===== src/rtl/mem_bus_arbiter.sv =====
// mem_bus_arbiter: two-master arbiter/sequencer for the core's single data-memory bus.
// Master 0 is the CPU datapath, master 1 the auxiliary master (boot loader, debug, DMA).
// Transactions are serialised and read data is returned only to the master that issued the read.
//
// Build option: ARB_CPU_PRIORITY_EN
//   defined   -> fixed priority, the CPU wins every tie
//   undefined -> round-robin between the two masters
//
// Ports
//   iCLK, iRST                       clock; asynchronous active-high reset
//   iCpu*/iAux* Req,Write,Addr,WData,BE   master requests, held until the matching ready
//   oCpuReady/oAuxReady              request accepted this cycle
//   oCpuRValid/oAuxRValid            one-cycle read-data strobe
//   oCpuRData/oAuxRData              read data, zero unless RValid
//   oCpuStall                        CPU must wait: request not accepted, or its read still outstanding
//   oMem*                            memory bus towards the RAM; iMemReadData comes back from it
//   oOwner                           00 idle, 01 CPU read outstanding, 10 AUX read outstanding
module mem_bus_arbiter #(
    parameter int unsigned READ_LATENCY = 1,
    parameter int unsigned ADDR_W       = 32
) (
    input  logic              iCLK,
    input  logic              iRST,
    input  logic              iCpuReq,
    input  logic              iAuxReq,
    input  logic              iCpuWrite,
    input  logic              iAuxWrite,
    input  logic [ADDR_W-1:0] iCpuAddr,
    input  logic [ADDR_W-1:0] iAuxAddr,
    input  logic [31:0]       iCpuWData,
    input  logic [31:0]       iAuxWData,
    input  logic [3:0]        iCpuBE,
    input  logic [3:0]        iAuxBE,
    output logic              oCpuReady,
    output logic              oAuxReady,
    output logic              oCpuRValid,
    output logic              oAuxRValid,
    output logic [31:0]       oCpuRData,
    output logic [31:0]       oAuxRData,
    output logic              oCpuStall,
    output logic [ADDR_W-1:0] oMemAddress,
    output logic [31:0]       oMemWriteData,
    output logic [3:0]        oMemByteEnable,
    output logic              oMemWriteEnable,
    output logic              oMemReadEnable,
    input  logic [31:0]       iMemReadData,
    output logic [1:0]        oOwner
);

    localparam int unsigned CNT_W = 4;

    typedef enum logic {
        S_IDLE    = 1'b0,
        S_RD_WAIT = 1'b1
    } state_t;

    state_t           state_q, state_d;
    logic [CNT_W-1:0] cnt_q, cnt_d;
    logic             owner_q, owner_d;   // 0 = CPU, 1 = AUX
    logic             rd_done;
`ifndef ARB_CPU_PRIORITY_EN
    logic             ptr_q, ptr_d;       // preferred master on a tie: 0 = CPU, 1 = AUX
`endif

    // State register
    always_ff @(posedge iCLK or posedge iRST) begin
        if (iRST) begin
            state_q <= S_IDLE;
            cnt_q   <= '0;
            owner_q <= 1'b0;
`ifndef ARB_CPU_PRIORITY_EN
            ptr_q   <= 1'b0;
`endif
        end else begin
            state_q <= state_d;
            cnt_q   <= cnt_d;
            owner_q <= owner_d;
`ifndef ARB_CPU_PRIORITY_EN
            ptr_q   <= ptr_d;
`endif
        end
    end

    // Arbitration, memory-bus drive and next state
    always_comb begin
        state_d         = state_q;
        cnt_d           = cnt_q;
        owner_d         = owner_q;
`ifndef ARB_CPU_PRIORITY_EN
        ptr_d           = ptr_q;
`endif
        oCpuReady       = 1'b0;
        oAuxReady       = 1'b0;
        rd_done         = 1'b0;
        oMemAddress     = '0;
        oMemWriteData   = '0;
        oMemByteEnable  = '0;
        oMemWriteEnable = 1'b0;
        oMemReadEnable  = 1'b0;

        case (state_q)
            S_IDLE: begin
                // Grants are suppressed while reset is held so nothing is accepted
`ifdef ARB_CPU_PRIORITY_EN
                oCpuReady = ~iRST & iCpuReq;
                oAuxReady = ~iRST & iAuxReq & ~iCpuReq;
`else
                if (iCpuReq && iAuxReq) begin
                    oCpuReady = ~iRST & ~ptr_q;
                    oAuxReady = ~iRST & ptr_q;
                end else begin
                    oCpuReady = ~iRST & iCpuReq;
                    oAuxReady = ~iRST & iAuxReq;
                end
`endif
                if (oCpuReady || oAuxReady) begin
                    oMemAddress     = oAuxReady ? iAuxAddr  : iCpuAddr;
                    oMemWriteData   = oAuxReady ? iAuxWData : iCpuWData;
                    oMemByteEnable  = oAuxReady ? iAuxBE    : iCpuBE;
                    oMemWriteEnable = oAuxReady ? iAuxWrite : iCpuWrite;
                    oMemReadEnable  = ~oMemWriteEnable;
`ifndef ARB_CPU_PRIORITY_EN
                    // Prefer the master that did not just win
                    ptr_d = oCpuReady;
`endif
                    if (oMemReadEnable) begin
                        state_d = S_RD_WAIT;
                        cnt_d   = CNT_W'(READ_LATENCY);
                        owner_d = oAuxReady;
                    end
                end
            end
            S_RD_WAIT: begin
                cnt_d = cnt_q - CNT_W'(1);
                if (cnt_q == CNT_W'(1)) begin
                    rd_done = 1'b1;
                end
                if (cnt_q <= CNT_W'(1)) begin
                    state_d = S_IDLE;
                    cnt_d   = '0;
                end
            end
            default: state_d = S_IDLE;
        endcase
    end

    // Read return steered to the latched owner only
    assign oCpuRValid = rd_done & ~owner_q;
    assign oAuxRValid = rd_done & owner_q;
    assign oCpuRData  = oCpuRValid ? iMemReadData : 32'd0;
    assign oAuxRData  = oAuxRValid ? iMemReadData : 32'd0;

    assign oCpuStall  = (iCpuReq & ~oCpuReady)
                      | ((state_q == S_RD_WAIT) & ~owner_q & ~oCpuRValid);

    assign oOwner     = (state_q != S_RD_WAIT) ? 2'b00 : (owner_q ? 2'b10 : 2'b01);

endmodule

===== config.mk =====
export PLATFORM = sky130hd
export DESIGN_NAME = mem_bus_arbiter
export DESIGN_NICKNAME = d
export VERILOG_FILES = /design/src/rtl/mem_bus_arbiter.sv
export SDC_FILE = /design/constraint.sdc
export NUM_CORES = 1
export LEC_CHECK = 0
export ABC_AREA = 1
export CAP_MARGIN = 10
export CORE_AREA = 5 5 120 122
export CTS_BUF_LIST = sky130_fd_sc_hd__clkbuf_4 sky130_fd_sc_hd__clkbuf_8
export DETAILED_ROUTE_END_ITERATION = 8
export DIE_AREA = 0 0 125 127
export PLACE_DENSITY_LB_ADDON = 0.15
export SLEW_MARGIN = 0
export SYNTH_ARGS = -nofsm -noshare
export SYNTH_HDL_FRONTEND = slang
export SYNTH_SLANG_ARGS = --single-unit
export TNS_END_PERCENT = 20

===== constraint.sdc =====
create_clock -name iCLK -period 3 [get_ports iCLK]
set_clock_uncertainty 0.1 [all_clocks]
set_input_delay 0.3 -clock iCLK [delete_from_list [all_inputs] [get_ports iCLK]]
set_output_delay 0.3 -clock iCLK [all_outputs]
set_load 0.01 [all_outputs]

==> results.json <==
{
  "grt-ovfl-total": 0,
  "grt_usage": 0.1513,
  "worst_pin_slew_ns": 0.6094,
  "grt_pass1_wl_um": 19510,
  "drc": 0,
  "max_cap_viol_count": 0,
  "clkSinkCount": 7,
  "grt_max_degree": 53,
  "design.core.area_sq_um": 13090,
  "initial_utilization": 0.1463,
  "dr.pass1.iters": 4,
  "cts_root_buf": "clkbuf_8",
  "synth.most_common_cell": "nor2_1",
  "ioPinCount": 315,
  "fin_nets": 877,
  "leakage_nw": 2.237,
  "path_delay_family": "buffers and inverters",
  "ys_types": 22,
  "r2r_end": "owner_q$_DFFE_PP0P_",
  "yosysSeqAreaShare": 0.09150,
  "synth_area_leaders": "nor2_1, nor3_1, inv_1, dfrtp_1, buf_2",
  "arrival_ns": 2.33,
  "drive_above_1_share": 0.04143,
  "post_drt_wl_per_cell_um": 15.07,
  "cts_tree": "built",
  "cts_resized": 0,
  "grt_pass1_vias": 3560,
  "synth_top_area_share": 0.4020,
  "std_cell_rows": 42,
  "fp.dieW_um": 125,
  "path_max_fanout": 32,
  "start_kind": "input pin",
  "syn_inst": 399,
  "required_ns": 2.60,
  "first_iter_violations": 66,
  "viasPerCell": 4.082,
  "synth_area_per_cell_sq_um": 4.798,
  "clk_path_buf_depth": 2,
  "setup_viol": 0,
  "hold_path_class": "in -> async",
  "die_h_um": 127,
  "cts_made_buffers": 3,
  "worstSetupPathType": "in -> out",
  "synth_top_cell_by_area": "nor2_1",
  "power_density_nw_per_um2": 359.0,
  "io_buffers": 314,
  "cpPeakStageDelay_ns": 0.57,
  "crit_top_cell": "clkdlybuf4s50_1",
  "syn_area_sq_um": 1914,
  "endpoint_kind": "primary output",
  "fmax_mhz": 366.9,
  "r2r_setup_slack_ns": 1.45,
  "wl_um": 13200,
  "path_cells": "clkdlybuf4s50_1 > nand2_1 > nand2_4 > buf_4 > nor2_1 > nor3_1 > clkdlybuf4s50_1",
  "status": "completed",
  "n_antenna_cell": 0,
  "timing.rr.start": "ptr_q$_DFFE_PP0P_",
  "synth_nets": 575,
  "place_ws_ns": 0.2738,
  "path_buf_inv": 3,
  "rsz0062_at_grt": "false",
  "place_congestion": 0.8453,
  "synth_common_cells": "nor2_1, nor3_1, inv_1",
  "hpwl_um": 11390,
  "vdd_drop_max_mv": 0.1459,
  "cts_htree_levels": 1,
  "vias": 3576,
  "setup_tns_ns": 0,
  "slew_violations": 0,
  "relSlewSlack": 0.5938,
  "grt_antenna_before_repair": 1,
  "slowest_stage": "clkdlybuf4s50_1",
  "synth-seq-cells": 7,
  "clk_pin_slew_ns": 0.04,
  "holdBufCountCts": 0,
  "async_flop_share": 1.000,
  "finalCritPeriodShare": 0.9085,
  "synth_edf_count": 0,
  "area_growth_syn_to_layout_pct": 175.3,
  "rr_worst_depth": 9,
  "setup_ws_ns": 0.2745,
  "hold_viol": 0,
  "post_cts_buffers": 0,
  "ys.flop_type": "dfrtp_1",
  "yosysWarningCount": 0,
  "ant_nets": 0,
  "insertion_delay_ns": 0.22,
  "min_period_ns": 2.726,
  "die_area_sq_um": 15880
}
## per-layer routing
| metal | part of all wire | routed length [um] | track usage |
|---|---|---|---|
| met4 | 0.0065 | 86 | 0.02105 |
| met2 | 0.53 | 7014 | 0.3069 |
| met5 | 0.00083 | 11 | 0 |
| met1 | 0.34 | 4534 | 0.1429 |
| met3 | 0.12 | 1553 | 0.06553 |
## per-stage QoR
step | power, mW | instances | utilization | hold WS, ns | cell area (sq um)
after floorplan | 0.8610 | 399 | - | 0.01986 | 1914
after global placement | 1.767 | 872 | 0.3990 | 0.3873 | 5221
after detailed placement | 1.774 | 872 | 0.3990 | 0.3925 | 5221
after CTS | 1.925 | 876 | 0.4028 | 0.3696 | 5270
after global routing | 2.034 | 876 | 0.4028 | 0.3929 | 5270
final | 1.892 | 876 | 0.4028 | 0.3622 | 5270
## registers in the layout, summed over array words and instances (netlist names)
signal and flops:
owner_q 1, state_q 1, ptr_q 1, cnt_q 4
## worst max-delay path by stage
stage / startpoint / to / cells past startpoint
CTS: iCpuReq / oMemAddress[13] / 7
global route: iCpuReq / oMemAddress[15] / 7
detailed placement: iCpuReq / oMemAddress[13] / 7
finish: iCpuReq / oMemAddress[13] / 7
global placement: iCpuReq / oMemAddress[7] / 7
floorplan: cnt_q[1]$_DFFE_PP0P_ / oCpuRData[10] / 7
## power by group
| group | total [mW] | leakage, nW | switching [mW] | internal, mW |
|---|---|---|---|---|
| clock network | 0.140 | 0.0262 | 0.0390 | 0.101 |
| registers | 0.172 | 0.0908 | 0.0361 | 0.135 |
| logic | 1.58 | 2.12 | 0.744 | 0.837 |
## kinds of logic after synthesis
logic type / share of synthesized area
compound gates: 0.01373
xor+xnor: 0.009152
simple gates: 0.6928
flops: 0.09150
fa+ha+maj: 0.01307
buf+inv: 0.1797
## worst register-to-register path, cell delays in order (launching register included)
cell and delay, ns:
dfrtp_1 0.38, inv_1 0.07, nand2_1 0.11, nand2_4 0.11, buf_4 0.19, nand2_1 0.07, nand2_1 0.13, nand2_1 0.15
nand2_1 0.09, nand2_1 0.04
## area by class of cell
cell class | instances | area [sq um]
fillers | 1356 | 7815
repair buffers | 324 | 3243
multi-input cells | 315 | 1395
well taps | 176 | 220.2
inverters | 50 | 187.7
flip-flops and latches | 7 | 175.2
clock buffers | 4 | 48.80
## placed cells by master (no fill, tap or decap), drive strengths merged, types with 4 or more instances in the layout
cell,netlist,routed
buf,27,10
nor3,68,68
nand3,8,8
nor2,206,206
clkbuf,0,4
nand2,21,21
inv,50,50
dfrtp,7,7
clkdlybuf4s50,0,314
Power figures use the tool's default switching activity.
